**src/rtl/aoi21_pkg.sv**
```systemverilog
// AOI21 shared definitions: gate function, combination index type.
// Used by aoi21_bit and aoi21_x1_cell.
package aoi21_pkg;

  localparam int COMBO_W    = 3;
  localparam int NUM_COMBOS = 8;

  typedef logic [COMBO_W-1:0] combo_t;

  function automatic logic aoi21_f(
    input logic a,
    input logic b1,
    input logic b2
  );
    return ~(a | (b1 & b2));
  endfunction

endpackage

```
**src/rtl/aoi21_bit.sv**
```systemverilog
// Single-lane AOI21 gate: zn_o = ~(a_i | (b1_i & b2_i)).
// Ports: a_i, b1_i, b2_i in; zn_o out. Purely combinational.
module aoi21_bit
  import aoi21_pkg::*;
(
  input  logic a_i,
  input  logic b1_i,
  input  logic b2_i,
  output logic zn_o
);

  assign zn_o = aoi21_f(a_i, b1_i, b2_i);

endmodule

```
**src/rtl/aoi21_x1_cell.sv**
```systemverilog
// AOI21 cell wrapper: WIDTH gate lanes plus registered ZN, lane-0
// toggle counter and optional lane-0 input coverage.
// Ports: clk, rst (async high), A/B1/B2 -> ZN (comb), in_vld strobe,
// zn_q/zn_q_vld sample, tgl_cnt, cov_mask/cov_full.
// Macro AOI21_X1_CELL_COVER_EN enables the coverage flops.
module aoi21_x1_cell
  import aoi21_pkg::*;
#(
  parameter int WIDTH = 1,
  parameter int CNT_W = 16
) (
  input  logic             clk,
  input  logic             rst,
  input  logic [WIDTH-1:0] A,
  input  logic [WIDTH-1:0] B1,
  input  logic [WIDTH-1:0] B2,
  output logic [WIDTH-1:0] ZN,
  input  logic             in_vld,
  output logic [WIDTH-1:0] zn_q,
  output logic             zn_q_vld,
  output logic [CNT_W-1:0] tgl_cnt,
  output logic [7:0]       cov_mask,
  output logic             cov_full
);

  for (genvar g = 0; g < WIDTH; g++) begin : g_lane
    aoi21_bit u_bit (
      .a_i  (A[g]),
      .b1_i (B1[g]),
      .b2_i (B2[g]),
      .zn_o (ZN[g])
    );
  end

  logic [WIDTH-1:0] smp_q, smp_d;
  logic             vld_q, vld_d;
  logic [CNT_W-1:0] cnt_q, cnt_d;
  logic             shd_q, shd_d;

  always_comb begin
    smp_d = smp_q;
    vld_d = 1'b0;
    cnt_d = cnt_q;
    shd_d = shd_q;
    if (in_vld) begin
      smp_d = ZN;
      vld_d = 1'b1;
      shd_d = ZN[0];
      // saturate rather than wrap
      if ((ZN[0] != shd_q) && (cnt_q != '1))
        cnt_d = cnt_q + 1'b1;
    end
  end

  always_ff @(posedge clk or posedge rst) begin
    if (rst) begin
      smp_q <= '1;
      vld_q <= 1'b0;
      cnt_q <= '0;
      shd_q <= 1'b1;
    end else begin
      smp_q <= smp_d;
      vld_q <= vld_d;
      cnt_q <= cnt_d;
      shd_q <= shd_d;
    end
  end

  assign zn_q     = smp_q;
  assign zn_q_vld = vld_q;
  assign tgl_cnt  = cnt_q;

`ifdef AOI21_X1_CELL_COVER_EN
  logic [NUM_COMBOS-1:0] cov_q, cov_d;
  combo_t                idx;

  assign idx = {A[0], B1[0], B2[0]};

  always_comb begin
    cov_d = cov_q;
    if (in_vld)
      cov_d[idx] = 1'b1;
  end

  always_ff @(posedge clk or posedge rst) begin
    if (rst) cov_q <= '0;
    else     cov_q <= cov_d;
  end

  assign cov_mask = cov_q;
  assign cov_full = &cov_q;
`else
  assign cov_mask = 8'h00;
  assign cov_full = 1'b0;
`endif

endmodule

```
**config.mk**
```make
export PLATFORM = sky130hd
export DESIGN_NAME = aoi21_x1_cell
export DESIGN_NICKNAME = d
export VERILOG_FILES = /design/src/rtl/aoi21_pkg.sv /design/src/rtl/aoi21_bit.sv /design/src/rtl/aoi21_x1_cell.sv
export SDC_FILE = /design/constraint.sdc
export NUM_CORES = 1
export LEC_CHECK = 0
export BUFFER_PORTS_ARGS = -buffer_cell sky130_fd_sc_hd__buf_2
export CAP_MARGIN = 30
export CORE_UTILIZATION = 48
export DETAILED_ROUTE_END_ITERATION = 10
export HOLD_SLACK_MARGIN = 0.12
export PLACE_DENSITY = 0.85
export SETUP_SLACK_MARGIN = 0.4
export SYNTH_ARGS = -nofsm -noshare
export SYNTH_HDL_FRONTEND = slang
export SYNTH_SLANG_ARGS = --single-unit
```
**constraint.sdc**
```tcl
create_clock -name clk -period 2.1 [get_ports clk]
set_clock_uncertainty 0.1 [all_clocks]
set_input_delay 0 -clock clk [delete_from_list [all_inputs] [get_ports clk]]
set_output_delay 0 -clock clk [all_outputs]
set_load 0.05 [all_outputs]
```
==> reports/results.tsv, run 1 <==
metric	value	unit
status	finished, final reports clean	
DRT antenna net count	0	
Clk Latency, worst-skew pair	0.29	ns
maximum root-to-sink buffer count	2	
Clock transition at path regs	0.10	ns
power density over cell area	952	nW/um2
slowest stage cell on the critical path	dlygate4sd3_1	
Max Freq	613	MHz
Horiz. Die Dim	47.2	um
Post-synth EDFFs	0	
post-synthesis simple-gate area fraction	19.4	%
main combinational cell family by area after synthesis	simple AND/OR/NAND/NOR gates	
total gr overflow	0	
overall routing resource usage	17.3	%
Port Buffers	24	
Critical Path Fanout Max	4	
initial antenna violation count	0	
Worst Hold Path EP	tgl_cnt[7]	
placed cell count	133	
worst hold stages	5	
crit path cell chain	dlygate4sd3_1, buf_2, a21oi_4, mux2i_4, and3_1, mux2_4	
leak pwr	0.561	nW
final count of pins violating max slew	0	
sequential area share after synthesis	46.0	%
Post-synth ARST share	100	%
Netlist cell types	27	
cell area after synthesis	982	um2
critical path depth in cells	6	
endpoints failing setup	0	
Main synth FF type	dfrtp_1	
Synth Area in Compound Gates	5.22	%
CTS tree	built	
fin crit share	77.7	%
H-tree depth	1	
CTS buffer count	3	
DP Wirelength	1.27	mm
proportion of synthesized area in mux cells	6.50	%
R2R setup slack	0.50	ns
Final Worst Setup Slack	0.468	ns
crit path time final	1.63	ns
Die Y	47.2	um
first-pass GRT wire length	2.58	mm
delay-heaviest family, CP	buffers and inverters	
Arrival @ worst endpoint	1.72	ns
Final Hold Fails	0	
Final nets	124	
Finished Layout Cells	141	
final core utilization	65.8	%
largest net degree at the start of global routing	19	
CP Capture Type	flip-flop	
share of cells above drive strength 1	48.3	%
setup bufs post-CTS	0	
DRT Pass-1 Iters	4	
initial detailed-routing violation count	11	
clock root buffer master	clkbuf_4	
Initial Util	54.0	%
worst-case reg-to-reg path depth	4	
row count	15	
Worst Max-Slew Pin Slew	0.677	ns
RSZ-0062 raised after global routing	true	
r2r endpoint	tgl_cnt[6]	
DRC Markers	0	
wire per inst	12.0	um
vias in the first global route	611	
clk sinks	18	
Hold Startpoint	B1	
Synth Register Bits	18	
drt total wl	1.69	mm
GPL Wtd Cong	0.803	
DP Worst Slack	0.510	ns
synth-to-layout area growth	22.0	%
drt via density	4.87	
R2R Path Start	shd_q	
Crit. Startpoint	A	
setup TNS	0	ns
n_diodes	0	
startpoint types	primary input	
Hold Path Class	primary input to flip-flop	
Slew headroom	54.8	%
Yosys warning total	0	
post-synthesis adder-cell area fraction	1.27	%
Worst Path Required	2.18	ns
slowest cell delay on critical path	0.53	ns
# Max-Cap Violations	0	
cells after synthesis	85	
post-synthesis share of cell area spent on xor and xnor gates	12.5	%
Via Count	686	
Fin Hold WS	0.198	ns
CP Class	primary input to flip-flop	
core box area	1820	um2
Mean Syn Cell Area	11.6	um2
WP buf/inv	2	
full die area	2230	um2
I/O pin total	34	
worst-case vdd ir drop	0.972	mV
## worst max path at each step
stage                             end
after floorplan            tgl_cnt[1]
after global placement     tgl_cnt[1]
after detailed placement   tgl_cnt[1]
after CTS                  tgl_cnt[1]
after global routing      tgl_cnt[11]
final                      tgl_cnt[6]
## sequential cells by signal, summed over array words and instances, names as in the netlist
register	count
shd_q	1
tgl_cnt	16
zn_q_vld	1
## synth_stat cells, types with 2 or more instances
library cell	number	area share (%)
dfrtp_1	17	43
buf_4	9	6.9
xnor2_1	8	7.1
xor2_1	6	5.4
inv_1	5	1.9
nand2_1	5	1.9
nand3_1	5	2.5
nor2_1	5	1.9
and2_1	2	1.3
and3_1	2	1.3
and4_1	2	1.8
mux2_4	2	3.1
nand4_1	2	1.3
nor3_2	2	2.0
## worst reg2reg max path: stages, from the launching register on
cell and delay, ns:
dfstp_2 0.56, nand2_2 0.06, mux2i_4 0.21, and3_1 0.25, mux2_4 0.31
## cells by family (layout without fill, tap and decap cells)
logic type	count (synthesis)	in the layout
adder cells (fa/ha/maj)	1	1
buffers and inverters	14	37
flip-flops	18	18
AND/OR/NAND/NOR	30	30
XOR/XNOR	14	14
multiplexers	4	4
other	1	9
AO/OA/AOI/OAI	3	3
## report_power, final
group	internal, mW	leakage, nW	switching, mW	total, mW
combinational	0.122	0.332	0.333	0.454
sequential	0.412	0.208	0.0635	0.476
clock	0.106	0.0210	0.106	0.212
## cell type report
| cell class | count | area (um2) |
|---|---|---|
| clock buffers | 4 | 36.3 |
| fillers | 146 | 622 |
| inverters | 5 | 18.8 |
| multi-input cells | 61 | 483 |
| flip-flops and latches | 18 | 469 |
| well taps | 25 | 31.3 |
| repair buffers | 28 | 160 |
## through the flow
stage | instance area (um2) | total power [mW]
after global placement | 1120 | 0.919
after floorplan | 1030 | 0.847
after detailed placement | 1120 | 0.930
final | 1200 | 1.14
after CTS | 1190 | 1.15
after global routing | 1200 | 1.21
## layout by cell type, fill, tap and decap left out, drive strengths merged, types with 2 or more instances in the layout
cell,n
nand3,6
xor2,6
mux2,3
and4,3
nor2,5
and2,3
nand4,2
nand2,5
dfrtp,17
nor3,2
inv,5
clkbuf,4
xnor2,8
dlygate4sd3,4
buf,24
conb,9
and3,2
## metal layers
metal  track usage (%)  share of wire [%]  up-vias
met4              10.3                2.1        0
li1                  -                  -      329
met2              28.8                 51       30
met1              20.4                 42      323
met3              3.46                4.5        4
met5                 0                  0        -
## what timing repair did
| action | CTS | global route |
|---|---|---|
| endpoints found under the setup margin | 0 | 2 |
| hold endpoints to repair | 20 | 0 |
| hold buffers | 4 | 0 |
| resized for setup | 0 | 1 |
No activity file was read; power rests on OpenSTA's default activity.
==> run 2, diff against run 1 <==
==> constraint.sdc (replaced) <==
create_clock -name clk -period 1.6 [get_ports clk]
set_clock_uncertainty 0.1 [all_clocks]
set_input_delay 0 -clock clk [delete_from_list [all_inputs] [get_ports clk]]
set_output_delay 0 -clock clk [all_outputs]
set_load 0.05 [all_outputs]
==> run 2 against run 1 <==
The flow now finishes with violations (negative hold slack). Cell count grew 4.3%. Wire length increased by 3.6%. First-iteration DRC count rose by 18%. Worst hold slack lost 0.20 ns. Worst setup slack worse by 0.46 ns. Utilization grew 6.3 points. Sequential power up 29%. Via count increased by 2.6%. Critical endpoint is now tgl_cnt[1]. Highest routed layer unchanged.
==> reports/results.tsv, run 2 (synthesis results as in run 1) <==
metric	value	unit
drt total wl	1.75	mm
total gr overflow	0	
failing checks	negative hold slack	
delay-heaviest family, CP	flip-flops	
drt via density	4.79	
slowest cell delay on critical path	0.56	ns
DP Wirelength	1.28	mm
DRT Pass-1 Iters	6	
Critical Path Fanout Max	6	
DRT antenna net count	0	
Worst Max-Slew Pin Slew	0.674	ns
Horiz. Die Dim	47.2	um
CP Class	flip-flop to flip-flop	
max reg flops	16	
Final Hold Fails	1	
Crit. Startpoint	shd_q	
clk sinks	18	
Design Area, Final	1310	um2
Arrival @ worst endpoint	1.68	ns
wire per inst	11.9	um
Clk Latency, worst-skew pair	0.30	ns
clock root buffer master	clkbuf_4	
synth-to-layout area growth	33.6	%
CTS buffer count	3	
R2R setup slack	0.005	ns
Finished Layout Cells	147	
GPL Wtd Cong	0.787	
initial antenna violation count	0	
most frequent cells in the layout	23 x buf_2, 14 x dfrtp_2, 9 x conb_1	
WP buf/inv	0	
setup TNS	0	ns
R2R Path Start	shd_q	
CP Capture Type	flip-flop	
Hold Startpoint	A	
row count	15	
RSZ-0062 raised after global routing	true	
core box area	1820	um2
worst-case vdd ir drop	1.43	mV
Slew headroom	55.0	%
placed cell count	137	
Clock transition at path regs	0.10	ns
Initial Util	54.0	%
Via Count	704	
crit path cell chain	nand2_2, mux2i_4, o21a_4, mux2_4	
Die Y	47.2	um
# hold bufs at CTS	2	
startpoint types	flip-flop	
Worst Path Required	1.69	ns
CTS tree	built	
most common cell after layout, fill and taps aside	buf_2	
crit path time final	1.59	ns
overall routing resource usage	17.9	%
initial detailed-routing violation count	13	
endpoints failing setup	0	
r2r endpoint	tgl_cnt[1]	
n_diodes	0	
largest net degree at the start of global routing	19	
DP Area	1170	um2
status	complete, but fails checks	
first-pass GRT wire length	2.64	mm
power density over cell area	1250	nW/um2
Port Buffers	24	
Max Freq	627	MHz
Final nets	130	
share of cells above drive strength 1	63.1	%
# Max-Cap Violations	0	
final count of pins violating max slew	0	
leak pwr	0.621	nW
Hold Path Class	primary input to flip-flop	
DRC Markers	0	
maximum root-to-sink buffer count	2	
I/O pin total	34	
slowest stage cell on the critical path	dfstp_2	
worst-case reg-to-reg path depth	4	
Fin Hold WS	-0.00136	ns
H-tree depth	1	
fin crit share	99.7	%
Worst Hold Path EP	shd_q	
worst hold stages	3	
vias in the first global route	627	
full die area	2230	um2
[run 2: changes by cell type in the layout (fill, tap and decap cells not counted), sizes merged]
cell | before | now
buf | 24 | 32
dlygate4sd3 | 4 | 2
[run 2: area by class of cell]
cell class / count / area [um2]
clock buffers: 4 / 36.3
repair buffers: 34 / 214
multi-input cells: 61 / 543
inverters: 5 / 18.8
flip-flops and latches: 18 / 469
fillers: 132 / 508
well taps: 25 / 31.3
[run 2: metal layers]
layer  vias to the layer above  track usage, %  part of all wire, %
met5                         -               0                    0
met4                         0            12.0                  2.4
met3                         5            4.62                  4.9
met2                        28            27.7                   49
met1                       333            21.9                   43
li1                        338               -                    -
[run 2: how the worst max path moves through the flow]
stage,end,slack [ns],depth (start not counted)
6_report,tgl_cnt[1],0.005,4
5_1_grt,tgl_cnt[15],-0.07,5
4_1_cts,tgl_cnt[1],0.02,4
3_5_place_dp,tgl_cnt[1],0.02,4
3_3_place_gp,tgl_cnt[1],0.06,4
2_1_floorplan,tgl_cnt[6],-0.13,4
[run 2: worst min-delay path: stages]
cell and delay (ns):
buf_2 0.10, a21oi_4 0.04, mux2_2 0.25
[run 2: power breakdown]
part           total, mW  internal, mW  leakage, nW  switching [mW]
logic              0.748         0.251        0.392           0.497
clock network      0.279         0.139       0.0210           0.140
registers          0.613         0.540        0.208          0.0729
total               1.64         0.930        0.621           0.710
[run 2: timing repair]
item,CTS,global route
pin swaps,8,7
endpoints found under the hold margin,20,1
gates cloned,0,0
setup buffers,2,2
endpoints found under the setup margin,17,17
gates resized for setup,7,5
[run 2: stage by stage]
| stage | total power, mW | utilization (%) | hold slack (ns) | setup slack [ns] |
|---|---|---|---|---|
| after CTS | 1.58 | 69.4 | 0.00636 | 0.0244 |
| after floorplan | 1.13 | - | -0.163 | -0.127 |
| after detailed placement | 1.28 | 64.4 | 0.0271 | 0.0201 |
| final | 1.64 | 72.1 | -0.00136 | 0.00539 |
| after global routing | 1.71 | 72.1 | 0.00231 | -0.0663 |
| after global placement | 1.26 | 64.4 | 0.0238 | 0.0609 |
==> run 3, diff against run 2 <==
--- a/config.mk
+++ b/config.mk
@@ -10,7 +10,7 @@
 export CORE_UTILIZATION = 48
 export DETAILED_ROUTE_END_ITERATION = 10
 export HOLD_SLACK_MARGIN = 0.12
-export PLACE_DENSITY = 0.85
+export PLACE_DENSITY_LB_ADDON = 0.15
 export SETUP_SLACK_MARGIN = 0.4
 export SYNTH_ARGS = -nofsm -noshare
 export SYNTH_HDL_FRONTEND = slang
==> run 3 against run 2 <==
The run now ends clean. Wire length increased by 2.2%. Cell count is 0.68% higher. Die area did not move. Global-route usage is 1.7 points lower. Largest cell class unchanged. Total power hardly changed. First-iteration DRC count decreased by 38%. Count of clock-buffer cells in the layout unchanged. Worst setup slack worse by 0.0037 ns. Register-to-register slack barely moved. Clock power about the same. Sequential power rose by 2%. Highest routed layer is now met3.
==> reports/results.tsv, run 3 (synthesis results as in run 1) <==
metric	value	unit
status	finished, final reports clean	
maximum root-to-sink buffer count	2	
endpoints failing setup	0	
wire per inst	12.0	um
GPL Wtd Cong	0.754	
most common cell after layout, fill and taps aside	buf_2	
Final nets	131	
initial detailed-routing violation count	8	
slowest stage cell on the critical path	dfstp_2	
# Max-Cap Violations	0	
drt via density	4.68	
DP Area	1170	um2
CP Class	flip-flop to flip-flop	
max reg flops	16	
crit path time final	1.60	ns
fin crit share	99.9	%
R2R setup slack	0.002	ns
clock root buffer master	clkbuf_4	
CTS buffer count	3	
worst-case vdd ir drop	1.29	mV
largest net degree at the start of global routing	19	
Worst Max-Slew Pin Slew	0.691	ns
Die Y	47.2	um
Critical Path Fanout Max	6	
worst-case reg-to-reg path depth	4	
r2r endpoint	tgl_cnt[1]	
crit path cell chain	nand2_2, mux2i_4, o21a_4, mux2_4	
clk sinks	18	
first-pass GRT wire length	2.57	mm
Final Hold Fails	0	
Via Count	693	
Port Buffers	24	
leak pwr	0.612	nW
RSZ-0062 raised after global routing	true	
Horiz. Die Dim	47.2	um
most frequent cells in the layout	22 x buf_2, 14 x dfrtp_2, 9 x conb_1	
Clk Latency, worst-skew pair	0.28	ns
synth-to-layout area growth	34.0	%
worst setup path endpoint	tgl_cnt[1]	
I/O pin total	34	
core box area	1820	um2
H-tree depth	1	
drt total wl	1.78	mm
Fin Hold WS	0.208	ns
CTS tree	built	
DRT antenna net count	0	
power density over cell area	1250	nW/um2
n_diodes	0	
DP Wirelength	1.22	mm
critical path depth in cells	4	
initial antenna violation count	0	
DP Worst Slack	0.0102	ns
Slew headroom	53.9	%
total gr overflow	0	
startpoint types	flip-flop	
overall routing resource usage	16.2	%
Clock transition at path regs	0.11	ns
DRT Pass-1 Iters	4	
Hold Path Class	primary input to flip-flop	
final count of pins violating max slew	0	
full die area	2230	um2
row count	15	
Initial Util	54.0	%
R2R Path Start	shd_q	
Arrival @ worst endpoint	1.68	ns
CP Capture Type	flip-flop	
slowest cell delay on critical path	0.56	ns
DRC Markers	0	
WP buf/inv	0	
Crit. Startpoint	shd_q	
delay-heaviest family, CP	flip-flops	
setup TNS	0	ns
final core utilization	72.3	%
Design Area, Final	1320	um2
Worst Path Required	1.68	ns
share of cells above drive strength 1	59.3	%
Max Freq	626	MHz
Final Worst Setup Slack	0.00171	ns
vias in the first global route	603	
==> run 3: report_power, final <==
part | internal, mW | total (mW) | switching [mW]
sequential | 0.541 | 0.624 | 0.0837
combinational | 0.240 | 0.737 | 0.497
clock | 0.138 | 0.278 | 0.140
total | 0.919 | 1.64 | 0.721
==> run 3: layout make-up <==
| cell class | instances | area, um2 |
|---|---|---|
| clock buffer | 4 | 36.3 |
| fill | 145 | 504 |
| inverter | 5 | 18.8 |
| multi-input combinational | 61 | 531 |
| sequential | 18 | 469 |
| tap | 25 | 31.3 |
| timing repair buffer | 35 | 230 |
==> run 3: how the worst min path moves through the flow <==
| stage | from | to | slack (ns) | cells past startpoint |
|---|---|---|---|---|
| 4_1_cts | A | shd_q | 0.02 | 3 |
| 5_1_grt | in_vld | tgl_cnt[5] | 0.23 | 6 |
| 2_1_floorplan | rst | tgl_cnt[11] | -0.16 | 1 |
| 6_report | in_vld | tgl_cnt[3] | 0.21 | 6 |
| 3_5_place_dp | rst | tgl_cnt[11] | 0.04 | 2 |
| 3_3_place_gp | rst | tgl_cnt[11] | 0.03 | 2 |
==> run 3: tightest hold or removal path: cells and delay by family <==
| family | cells | cell delay, ns |
|---|---|---|
| compound gates | 1 | 0.16 |
| xor+xnor | 1 | 0.05 |
| buf+inv | 1 | 0.12 |
| mux | 1 | 0.08 |
| simple gates | 2 | 0.15 |
==> run 3: stage by stage <==
stage / std cells / power [mW]
finish: 148 / 1.64
global route: 148 / 1.71
CTS: 146 / 1.58
detailed placement: 137 / 1.28
global placement: 137 / 1.26
floorplan: 93 / 1.13
==> run 3: what timing repair did <==
item,in CTS,in global routing
resized for setup,3,9
hold endpoints to repair,20,1
setup endpoints to repair,17,17
hold buffers,2,1
buffers inserted,3,1
pin swaps,8,3
==> run 3: layer usage <==
layer	vias up	track usage, %	wire, um
met5	-	0	0
met4	0	5.14	0
met3	0	2.31	76
met2	25	24.7	883
met1	326	23.8	823
li1	342	-	-
